`config.mk`:
```
export PLATFORM = sky130hd
export DESIGN_NAME = csr_exec
export DESIGN_NICKNAME = d
export VERILOG_FILES = /design/src/rtl/csr_exec.sv
export SDC_FILE = /design/constraint.sdc
export NUM_CORES = 1
export LEC_CHECK = 0
export BUFFER_PORTS_ARGS = -buffer_cell sky130_fd_sc_hd__buf_2
export CAP_MARGIN = 25
export CORE_ASPECT_RATIO = 1.4
export CORE_MARGIN = 2
export CORE_UTILIZATION = 47
export DETAILED_ROUTE_END_ITERATION = 10
export PLACE_DENSITY_LB_ADDON = 0.12
export SKIP_LAST_GASP = 1
export SLEW_MARGIN = 20
export SYNTH_ARGS = -nofsm -noshare
export SYNTH_HDL_FRONTEND = slang
export SYNTH_SLANG_ARGS = --single-unit
```
`constraint.sdc`:
```
create_clock -name clock -period 1.8 [get_ports clock]
set_clock_uncertainty 0.05 [all_clocks]
set_input_delay 0.09 -clock clock [delete_from_list [all_inputs] [get_ports clock]]
set_output_delay 0.09 -clock clock [all_outputs]
set_load 0.02 [all_outputs]
```
`src/rtl/csr_exec.sv`:
```
// Zicsr execute stage: reads the old CSR value, computes and issues a single write,
// then returns the old value for rd over a valid/ready response channel.
module csr_exec #(
    parameter int unsigned XLEN = 32
) (
    input  logic            clock,
    input  logic            reset,
    input  logic            req_valid,
    output logic            req_ready,
    input  logic [2:0]      req_funct3,
    input  logic [11:0]     req_addr,
    input  logic [4:0]      req_rs1_idx,
    input  logic [XLEN-1:0] req_rs1_val,
    input  logic [4:0]      req_rd,
    output logic            resp_valid,
    input  logic            resp_ready,
    output logic [4:0]      resp_rd,
    output logic [XLEN-1:0] resp_data,
    output logic            resp_illegal,
    output logic            csr_wen,
    output logic [11:0]     csr_addr,
    output logic [XLEN-1:0] csr_wdata,
    input  logic [XLEN-1:0] csr_rdata
);

    typedef enum logic [1:0] {
        S_IDLE,
        S_READ,
        S_WRITE,
        S_RESP
    } state_e;

    state_e          state_q;
    logic [2:0]      funct3_q;
    logic [11:0]     addr_q;
    logic [4:0]      rs1_idx_q;
    logic [XLEN-1:0] rs1_val_q;
    logic [4:0]      rd_q;
    logic [XLEN-1:0] old_q;
    logic            illegal_q;
    logic            req_ready_q;
    logic            resp_valid_q;
    logic [XLEN-1:0] resp_data_q;
    logic            resp_illegal_q;
    logic            wen_q;
    logic [XLEN-1:0] wdata_q;

    logic [XLEN-1:0] opnd_d;
    logic            do_write_d;
    logic            illegal_d;
    logic            wen_d;
    logic [XLEN-1:0] wdata_d;

    // Evaluated during READ, where csr_rdata already reflects the latched address.
    always_comb begin
        opnd_d = '0;
        if (funct3_q[2]) begin
            opnd_d[4:0] = rs1_idx_q;
        end else begin
            opnd_d = rs1_val_q;
        end
        do_write_d = (funct3_q[1:0] == 2'b01) || (rs1_idx_q != '0);
        illegal_d  = (funct3_q[1:0] == 2'b00) || (do_write_d && (addr_q[11:10] == 2'b11));
        wen_d      = do_write_d && !illegal_d;
        unique case (funct3_q[1:0])
            2'b01:   wdata_d = opnd_d;
            2'b10:   wdata_d = csr_rdata | opnd_d;
            2'b11:   wdata_d = csr_rdata & ~opnd_d;
            default: wdata_d = '0;
        endcase
    end

    always_ff @(posedge clock) begin
        if (!reset) begin
            state_q        <= S_IDLE;
            funct3_q       <= '0;
            addr_q         <= '0;
            rs1_idx_q      <= '0;
            rs1_val_q      <= '0;
            rd_q           <= '0;
            old_q          <= '0;
            illegal_q      <= 1'b0;
            req_ready_q    <= 1'b1;
            resp_valid_q   <= 1'b0;
            resp_data_q    <= '0;
            resp_illegal_q <= 1'b0;
            wen_q          <= 1'b0;
            wdata_q        <= '0;
        end else begin
            unique case (state_q)
                S_IDLE: begin
                    if (req_valid) begin
                        funct3_q    <= req_funct3;
                        addr_q      <= req_addr;
                        rs1_idx_q   <= req_rs1_idx;
                        rs1_val_q   <= req_rs1_val;
                        rd_q        <= req_rd;
                        req_ready_q <= 1'b0;
                        state_q     <= S_READ;
                    end
                end
                S_READ: begin
                    old_q     <= csr_rdata;
                    illegal_q <= illegal_d;
                    wen_q     <= wen_d;
                    wdata_q   <= wen_d ? wdata_d : '0;
                    state_q   <= S_WRITE;
                end
                S_WRITE: begin
                    wen_q          <= 1'b0;
                    wdata_q        <= '0;
                    resp_valid_q   <= 1'b1;
                    resp_illegal_q <= illegal_q;
                    resp_data_q    <= illegal_q ? '0 : old_q;
                    state_q        <= S_RESP;
                end
                S_RESP: begin
                    if (resp_ready) begin
                        resp_valid_q <= 1'b0;
                        req_ready_q  <= 1'b1;
                        state_q      <= S_IDLE;
                    end
                end
                default: begin
                    req_ready_q <= 1'b1;
                    state_q     <= S_IDLE;
                end
            endcase
        end
    end

    assign req_ready    = req_ready_q;
    assign resp_valid   = resp_valid_q;
    assign resp_rd      = rd_q;
    assign resp_data    = resp_data_q;
    assign resp_illegal = resp_illegal_q;
    assign csr_addr     = addr_q;
    // The CSR file commits on the same edge that samples reset, so a reset landing in WRITE must mask the strobe.
    assign csr_wen      = wen_q & reset;
    assign csr_wdata    = reset ? wdata_q : '0;

endmodule
```
Word-level counts from Yosys, hierarchy flattened
Cells that the tools add are included.
- input port bits: 93
- output and inout bits: 85
- word-level logic and storage cells: 58
- flip-flop bits (word level): 160
- muxes and demuxes: 16
- reductions and logical operators: 15
- equality and inequality tests: 9
- bitwise gates (word level): 4
- operator list (cell ; number):
    two-way mux 32 bit ; 3
    case mux 32 bit (3 select lines) ; 1
    case mux 32 bit (2 select lines) ; 1
    bitwise AND 32 bit ; 1
    inverter 32 bit ; 1
    bitwise OR 32 bit ; 1
    two-way mux 27 bit ; 1
    == test 2 bit, second input constant ; 5
    case mux 2 bit (4 select lines) ; 1
    case mux 1 bit (2 select lines) ; 3
    AND reduction 2 bit ; 3
    nonzero test 2 bit ; 3
    two-way mux 5 bit ; 1
    nonzero test 5 bit ; 1
    == test 2 x 1 -> 1 bit, second input constant ; 2
    logical NOT 2 bit ; 2
    two-way mux 2 bit ; 2
    inequality test 2 bit, second input constant ; 2
    two-way mux 1 bit ; 3
    AND reduction 3 bit ; 1
    logical AND 1 bit ; 2
    logical OR 1 bit ; 2
    bitwise AND 1 bit ; 1
    logical NOT 1 bit ; 1

Logic depth before layout (Yosys ltp)
Gate-level depths: netlist of the first run.
- depth after elaboration: 8
- depth in mapped cells: 7
- depth with buffers taken out: 5

Worst setup path before layout of the first run
Ideal clock, no wire load.
- kind: register to register
- from: reg state_q[0]
- to: reg wdata_q[12]
- required time: 1.663 ns
- clock period less this slack: 1.696 ns
- arrival time: 1.559 ns
- stages on the path, launching flop included: 8
- path buffers: 2
- library setup time: 0.087 ns
- setup slack: 0.104 ns
- path through: dfxtp_1 -> inv_1 -> ha_1 -> nor2b_1 -> buf_2 -> nand4b_1 -> clkbuf_1 -> o31ai_1
- longest elaborated chain between the ends: 2
- elaborated cells between the ends (all ways): 4
- those cells by class: eq/ne (2); mux (1); reduce/logical (1)
- RTL lines (item ; RTL line ; RTL):
    start: declaration ; 33 ; state_e state_q;
    start signal: assignment ; 75 ; state_q <= S_IDLE;
    start signal: assignment ; 99 ; state_q <= S_READ;
    start signal: assignment ; 107 ; state_q <= S_WRITE;
    == test 2 bit or == test 2 x 1 -> 1 bit (tied branches) ; 90 ; unique case (state_q)
    case mux 32 bit (2 select lines) or nonzero test 2 bit (tied branches) ; n/a ;
    end signal: assignment ; 106 ; wdata_q <= wen_d ? wdata_d : '0;
    end: declaration ; 46 ; logic [XLEN-1:0] wdata_q;
Several ways; a longest one is shown, not always the timed one.
A chain may end at the register's enable or synchronous reset.

Final worst setup path of the first run
- from: reg state_q[0]
- to: reg resp_data_q[25] (netlist: resp_data[25])
- longest elaborated chain between the ends: 1
- RTL lines (item ; RTL line ; RTL):
    == test 2 bit ; 90 ;
    end signal: assignment ; 114 ; resp_data_q <= illegal_q ? '0 : old_q;
    end: declaration ; 43 ; logic [XLEN-1:0] resp_data_q;
Every way passes these cells.

==> run_results.csv, run 1 <==
group,metric,value,unit
status,outcome,"completed",
die,initial_core_util,48.3,%
die,die_area,14700,um2
critical_path,path_class,"reg2reg",
global_route,gr-usage-all-layers,25.5,%
critical_path,start_kind,"register",
die,fp.dieW,103,um
logic_synthesis,yosysTopAreaCell,"dfxtp_1",
drt,first_pass_iters,5,
logic_synthesis,ys_seq_area_share,49.5,%
cells_and_area,area_growth,42.1,%
worst_hold_path,worstHoldPathCells,3,
cts,cts_sinks,160,
drt,drt_iter0_markers,187,
cells_and_area,final_common_cell,"nand2_1",
cts,tritoncts,"built",
die,placementRows,50,
cts,clk_latency,420,ps
die,die_y,143,um
critical_path,cpPeakStageDelay,470,ps
drt,post-route-drc-count,0,
critical_path,critical_path_required,2110,ps
sta,finalHoldViolations,0,
sta,rsz0062_at_grt,"false",
cells_and_area,post-route-cell-area,9190,um2
cells_and_area,drive_gt1_share,28.1,%
sta,slew-limit-headroom,64.1,%
cts,clockBufferDepth,2,
drt,vias,5929,
power,total_power,12.1,mW
cts,cts_buffers,17,
logic_synthesis,synth_warnings,0,
placed_design,portBuffers,177,
placed_design,place_hpwl,11.7,mm
power,leakage,3.89,nW
job,cap_violations,0,
die,core,13400,um2
logic_synthesis,synth.avg_cell_area,8.98,um2
placed_design,place.gp.congestion,0.833,
global_route,overflow,0,
power,power_density,1310,nW/um2
critical_path,r2r_cells,5,
cts,clockRootBuffer,"clkbuf_16",
cts,htreeDepth,4,
drt,drt-total-wl,18.1,mm
critical_path,crit_cells,5,
critical_path,slowest_stage,"nor2_4",
critical_path,crit_chain,"inv_1 -> ha_1 -> nand2_1 -> nor2_4 -> a22o_1",
die,ios,178,
critical_path,critical-path-top-delay-family,"simple AND/OR/NAND/NOR gates",
critical_path,path_buf_inv,1,
power,irDropWorstVdd,0.000629,V
sta,period_share,95.0,%
sta,tightestPinTransition,537,ps
global_route,grt_start_max_net_pins,54,
sta,fin_ws,89.4,ps
cells_and_area,diodes,0,
logic_synthesis,synth_cells,720,
critical_path,cp-end-kind,"register",
logic_synthesis,yosysUniqueCellTypes,29,
drt,ant_nets,0,
sta,drv_slew,0,
critical_path,arrival,2020,ps
global_route,antenna_found_initial,0,
placed_design,pre_cts_ws,-50.1,ps
global_route,grt_pass1_vias,6100,
logic_synthesis,synth_fp_nets,818,
sta,fmax,585,MHz
cts,clk_pin_slew,60,ps
cells_and_area,layout_common_cells,"nand2_1 (181), buf_2 (177), dfxtp_1 (160), dlygate4sd3_1 (91), a21oi_1 (62)",
critical_path,crit_fanout,16,
logic_synthesis,synth_top_cells_by_area,"dfxtp_1 (50%), nand2_1 (11%), mux2i_1 (5.9%)",
global_route,grt_pass1_wl,29.2,mm
cells_and_area,nets,1070,
logic_synthesis,yosys.area.top_type_share,49.5,%
placed_design,dpl_cell_area,7590,um2
worst_hold_path,min_path_type,"in2reg",
sta,period_minus_slack,1710,ps
sta,finalSetupViolCount,0,
logic_synthesis,synth_area,6470,um2
logic_synthesis,synth-seq-cells,160,
drt,vias_per_cell,5.08,
drt,routedWlPerCell,15.5,um
## area by class of cell
class,instances,area [um2]
repair buffers,289,2050
clock buffers,20,447
fillers,1113,4200
multi-input cells,500,3050
clock inverters,12,206
well taps,182,228
inverters,4,16.3
flip-flops and latches,160,3200
## worst register-to-register path, stage by stage, from the launching register on
cell	delay, ps
dfxtp_1	340
inv_1	110
ha_1	250
nand2_1	190
nor2_4	470
a22o_1	230
## logic make-up after synthesis
family | Yosys count | share of synthesized area, %
XOR/XNOR | 1 | 0.135
adder cells (fa/ha/maj) | 5 | 0.967
buffers and inverters | 61 | 4.10
AND/OR/NAND/NOR | 290 | 19.9
flip-flops | 160 | 49.5
multiplexers | 70 | 11.5
AO/OA/AOI/OAI | 133 | 13.9
## power breakdown
part | switching (mW) | total [mW] | internal (mW)
sequential | 0.335 | 4.43 | 4.10
clock | 1.46 | 3.97 | 2.51
combinational | 2.16 | 3.66 | 1.49
## path summary, 6_finish.rpt
kind	startpoint	end	slack, ps
worst min-delay path	req_valid	state_q[0]	80
worst max-delay path	state_q[0]	resp_data[25]	90
worst max register to register	state_q[0]	resp_data[25]	90
worst min register to register	wdata_q[5]	wdata_q[5]	390
## Yosys cell counts
master	number
a311oi_1	1
mux2_2	32
or2_2	1
nand3_1	1
a22o_1	32
nand2_1	182
a31oi_1	1
buf_1	1
o31ai_2	5
o22ai_1	1
buf_2	11
ha_1	5
clkbuf_1	42
dfxtp_1	160
and2_1	34
inv_1	4
a21o_1	1
o21ai_0	2
a21oi_1	62
mux2i_1	38
or4_4	1
xnor2_1	1
nor3_4	1
nor2_1	36
o31ai_1	28
nand2b_1	29
nor2b_1	4
buf_6	3
nand4b_1	1
## repair_timing
action,CTS,global route
pin swaps,0,1
resized for setup,1,1
hold buffers,91,0
buffers inserted,0,1
endpoints found under the setup margin,32,17
hold endpoints to repair,92,0
cloned,1,0
## state kept, by name, indices dropped and copies added, names as in the netlist, 2 cells and up
name and flops:
rs1_val_q 32, rs1_idx_q 5, csr_addr 12, old_q 32, state_q 2, funct3_q 3
resp_rd 5, resp_data 32, wdata_q 32
## metrics by stage
step | utilization [%] | instances | hold WS (ps) | setup TNS, ps
after detailed placement | 56.7 | 1042 | 286 | -1070
final | 68.7 | 1167 | 79.8 | 0
after global placement | 56.7 | 1042 | 281 | 0
after floorplan | - | 720 | 176 | 0
after global routing | 68.7 | 1167 | 117 | 0
after CTS | 68.5 | 1166 | 60.3 | 0
## metal layers
layer,routed length (um),track usage (%)
met5,0,0
met4,329,8.66
met3,898,5.68
met2,9720,46.9
met1,7200,28.2
Note: power is estimated with default switching activity, not from simulation.
==> run 2, diff against run 1 <==
==> constraint.sdc (replaced) <==
create_clock -name clock -period 1.8 [get_ports clock]
set_clock_uncertainty 0.05 [all_clocks]
set_input_delay 0.36 -clock clock [delete_from_list [all_inputs] [get_ports clock]]
set_output_delay 0.36 -clock clock [all_outputs]
set_load 0.02 [all_outputs]
==> run 2 against run 1 <==
  * Cell area shrank 11%
  * Non-clock buffer count shrank 86
  * Fmax grew 1.2%
  * Final cell count shrank 7.4%
  * Worst setup slack gained 21 ps
  * Clock-buffer cell count shrank 2
  * Total power shrank 6.2%
  * Sequential power is essentially flat
  * Sequential share of layout area grew 4.1 points
  * Combinational power shrank 2%
  * Critical endpoint is now wdata_q[14]
==> run_results.csv, run 2 (synthesized netlist as in run 1, its figures left out) <==
group,metric,value,unit
cts,clk_pin_slew,70,ps
worst_hold_path,hold_path_startpoint,"req_addr[2]",
job,cap_violations,0,
sta,fmax,592,MHz
die,initial_core_util,48.3,%
critical_path,r2r-end,"wdata_q[14]",
placed_design,dp_cells,1046,
cells_and_area,area_growth,27.2,%
drt,drt-total-wl,17.2,mm
die,ios,178,
cells_and_area,drive_gt1_share,31.7,%
cts,hold_buffers,0,
global_route,gr-usage-all-layers,23.5,%
global_route,antenna_found_initial,0,
critical_path,start_kind,"register",
cells_and_area,final_cells,1081,
die,core,13400,um2
cts,cts_sinks,160,
cts,cts_buffers,17,
global_route,grt_pass1_wl,26.9,mm
worst_hold_path,min_path_type,"in2reg",
placed_design,place_hpwl,12.1,mm
cells_and_area,post-route-cell-area,8220,um2
worst_hold_path,worstHoldPathCells,3,
die,fp.dieW,103,um
critical_path,critical_path_required,2070,ps
drt,first_pass_iters,5,
critical_path,reg2reg_slack,110,ps
sta,drv_slew,0,
sta,period_share,93.9,%
sta,finalHoldViolations,0,
drt,ant_nets,0,
drt,vias_per_cell,5.15,
placed_design,place.gp.congestion,0.811,
critical_path,worstReg2RegStart,"state_q[1]",
global_route,grt_start_max_net_pins,54,
drt,vias,5564,
sta,rsz0062_at_grt,"false",
placed_design,portBuffers,177,
cts,htreeDepth,4,
critical_path,cp-end-kind,"register",
critical_path,crit_fanout,23,
cells_and_area,final_common_cell,"nand2_1",
drt,post-route-drc-count,0,
critical_path,arrival,1960,ps
placed_design,dpl_cell_area,7620,um2
sta,slew-limit-headroom,63.8,%
cells_and_area,diodes,0,
power,irDropWorstVdd,0.000823,V
drt,routedWlPerCell,15.9,um
global_route,grt_pass1_vias,5469,
critical_path,r2r_cells,5,
status,outcome,"completed",
cells_and_area,nets,984,
die,die_y,143,um
global_route,overflow,0,
power,leakage,3.48,nW
sta,finalSetupViolCount,0,
cts,clockRootBuffer,"clkbuf_16",
die,die_area,14700,um2
cts,clk_latency,410,ps
cts,clockBufferDepth,2,
cells_and_area,layout_common_cells,"nand2_1 (181), buf_2 (177), dfxtp_1 (160), a21oi_1 (62), mux2i_1 (38)",
die,placementRows,50,
drt,drt_iter0_markers,200,
sta,fin_tns_setup,0,ps
sta,tightestPinTransition,540,ps
cts,tritoncts,"built",
worst_hold_path,hold_end,"csr_addr[2]",
critical_path,path_class,"reg2reg",
power,total_power,11.3,mW
sta,period_minus_slack,1690,ps
power,power_density,1380,nW/um2
-- run 2: cell types whose count changed in the layout (fill, tap and decap cells not counted), sizes merged --
cell         delta
dlygate4sd3    -91
clkinvlp        +2
bufinv          -5
inv             +3
buf             +5
clkbuf          -2
clkinv          +2
-- run 2: worst max path at each step --
stage,to,startpoint,cells after the start
2_1_floorplan,wdata_q[12],state_q[0],7
3_3_place_gp,resp_data[27],state_q[0],5
3_5_place_dp,resp_data[10],state_q[0],5
4_1_cts,resp_data[31],state_q[0],5
5_1_grt,wdata_q[16],state_q[1],5
6_report,wdata_q[14],state_q[1],5
-- run 2: where the power goes --
group	internal [mW]	total (mW)	switching (mW)
sequential	4.10	4.43	0.334
combinational	1.42	3.57	2.15
clock	1.82	3.31	1.49
-- run 2: per-stage QoR --
stage | hold slack, ps | util (%) | setup WS, ps
floorplan | 367 | - | 104
global placement | 379 | 56.9 | 20.2
detailed placement | 383 | 56.9 | -94.9
CTS | 112 | 61.1 | -8.75
global route | 117 | 61.4 | 12.9
finish | 123 | 61.4 | 110
-- run 2: what timing repair did --
action / in CTS / in global routing
endpoints found under the setup margin: 32 / 30
gates resized for setup: 1 / 1
cloned: 1 / 0
pin swaps: 0 / 2
buffers inserted: 0 / 2
-- run 2: worst max-delay path: stages (launching register included) --
cell and delay, ps:
dfxtp_1 360, inv_1 110, ha_2 400, nand4b_1 130, buf_4 250, o31ai_1 280
-- run 2: final cells by class --
class                           instances  area [um2]
Sequential cell                       160        3200
Tap cell                              182         228
Clock inverter                         14         108
Inverter                                4        16.3
Clock buffer                           18         439
Fill cell                            1252        5160
Timing Repair Buffer                  203        1180
Multi-Input combinational cell        500        3050
-- run 2: routing by layer --
layer / routed length (um) / vias to the layer above / global-route usage (%)
li1: - / 2745 / -
met1: 6870 / 2656 / 27.8
met2: 9330 / 152 / 41.9
met3: 853 / 11 / 5.48
met4: 191 / 0 / 6.44
met5: 0 / - / 0
==> run 3, diff against run 2 <==
CTS_CLUSTER_SIZE = 14   (was unset)
clock period = 1.35 ns   (was 1.8 ns; I/O delays follow)
==> run 3 against run 2 <==
  * The flow now finishes with violations (negative setup slack)
  * Largest power group is now combinational logic
  * Routed wire length up 6.4%
  * Critical path type unchanged
  * Non-clock buffer count is 30 higher
  * Worst setup slack lost 300 ps
  * First-iteration DRC count fell by 25%
  * Utilization is 7.4 points higher
  * Global-route usage increased by 0.13 points
==> run_results.csv, run 3 (synthesized netlist as in run 1, its figures left out) <==
group,metric,value,unit
critical_path,path_buf_inv,1,
power,total_power,17.3,mW
sta,slew-limit-headroom,79.1,%
placed_design,place_hpwl,12.7,mm
cells_and_area,seq_area,3240,um2
cells_and_area,utilization,68.9,%
sta,drv_slew,0,
cts,cts_sinks,160,
cells_and_area,nFillCells,1127,
drt,vias_per_cell,5.15,
power,power_frac_seq,34.3,%
power,power_density,1870,nW/um2
sta,rsz0062_at_grt,"true",
critical_path,cpPeakStageDelay,550,ps
cts,htreeDepth,4,
drt,ant_nets,0,
power,leakage,3.90,nW
drt,vias,5711,
power,irDropWorstVdd,0.00101,V
critical_path,slowest_stage,"or4_4",
cts,cts_buffers,17,
worst_hold_path,min_path_type,"in2reg",
global_route,antenna_found_initial,1,
cells_and_area,diodes,0,
cts,tritoncts,"built",
critical_path,reg2reg_slack,-190,ps
critical_path,critical_path_required,1600,ps
cells_and_area,layout_common_cells,"nand2_1 (169), buf_2 (144), dfxtp_1 (129), a21oi_1 (48), mux2i_1 (38)",
drt,routedWlPerCell,16.6,um
global_route,grt_pass1_vias,5607,
sta,period_minus_slack,1540,ps
sta,fin_ws,-189,ps
sta,fin_tns_setup,-7360,ps
die,placementRows,50,
sta,fmax,650,MHz
global_route,grt_pass1_wl,27.3,mm
die,fp.dieW,103,um
critical_path,start_kind,"register",
cts,clockRootBuffer,"clkbuf_16",
critical_path,path_class,"reg2reg",
die,core,13400,um2
sta,period_share,114,%
die,ios,178,
sta,tightestPinTransition,313,ps
critical_path,critical-path-top-delay-family,"simple AND/OR/NAND/NOR gates",
global_route,grt_start_max_net_pins,39,
sta,finalHoldViolations,0,
cells_and_area,area_growth,42.6,%
critical_path,crit_chain,"or4_4 -> nor3_4 -> buf_6 -> o31ai_1",
power,p_comb_share,36.1,%
placed_design,place.gp.congestion,0.780,
cts,clk_latency,420,ps
die,die_area,14700,um2
die,die_y,143,um
status,outcome,"finished, violations left",
critical_path,arrival,1790,ps
cts,clockBufferDepth,2,
global_route,gr-usage-all-layers,23.6,%
power,p_int,11.6,mW
die,initial_core_util,48.3,%
cells_and_area,final_common_cell,"nand2_1",
critical_path,cp-end-kind,"register",
status,violations,"negative setup slack",
drt,drt-total-wl,18.4,mm
placed_design,pre_cts_ws,-216,ps
power,p_switching,5.67,mW
critical_path,crit_fanout,15,
cts,clk_pin_slew,60,ps
power,p_clk_share,29.6,%
cells_and_area,final_cells,1108,
job,cap_violations,0,
cells_and_area,multi_input_area,3270,um2
global_route,overflow,0,
power,switching_share,32.8,%
sta,finalSetupViolCount,93,
placed_design,dp_cells,1068,
cells_and_area,nets,1013,
placed_design,portBuffers,177,
drt,drt_iter0_markers,151,
drt,first_pass_iters,4,
drt,post-route-drc-count,0,
cells_and_area,drive_gt1_share,43.2,%
==> run 3: final timing paths <==
| path | from | to | cells after the start |
|---|---|---|---|
| max | rs1_idx_q[0] | wdata_q[26] | 4 |
| min | req_rd[4] | resp_rd[4] | 3 |
| max reg2reg | rs1_idx_q[0] | wdata_q[26] | 4 |
| min reg2reg | wdata_q[18] | wdata_q[18] | 2 |
==> run 3: layout make-up <==
cell class                 instances  share of cell area, %
clock buffer                      19                   4.91
sequential                       160                   35.2
multi-input combinational        499                   35.5
tap                              182                   2.47
clock inverter                    11                   1.94
inverter                           4                  0.231
timing repair buffer             233                   19.8
==> run 3: what timing repair did <==
item | CTS | global route
pin swaps | 0 | 20
buffers inserted | 1 | 1
hold buffers | 0 | 0
gates cloned | 0 | 8
setup endpoints to repair | 96 | 89
gates resized for setup | 81 | 94
==> run 3: power groups by stage <==
stage	clock [mW]	combinational, mW	sequential (mW)
finish	5.11	6.22	5.93
global route	5.40	6.68	6.00
CTS	5.19	5.31	5.90
detailed placement	0	5.08	6.00
global placement	0	4.94	5.97
floorplan	0	3.26	6.12
==> run 3: through the flow <==
| stage | area, um2 | hold WS [ps] |
|---|---|---|
| final | 9220 | 37.4 |
| after global routing | 9220 | 24.2 |
| after CTS | 8730 | 22.9 |
| after detailed placement | 7860 | 385 |
| after global placement | 7860 | 381 |
| after floorplan | 6580 | 356 |
==> run 3: routing by layer <==
metal	track usage (%)	vias to the layer above	share of wire (%)
met1	26.4	2720	39
met3	5.24	26	4.4
met5	0	-	0.082
met2	43.1	145	55
li1	-	2818	-
met4	8.45	2	2.1
==> run 3: worst register-to-register path: stages, from the launching register on <==
cell,delay [ps]
dfxtp_1,310
or4_4,550
nor3_4,200
buf_6,210
o31ai_1,110
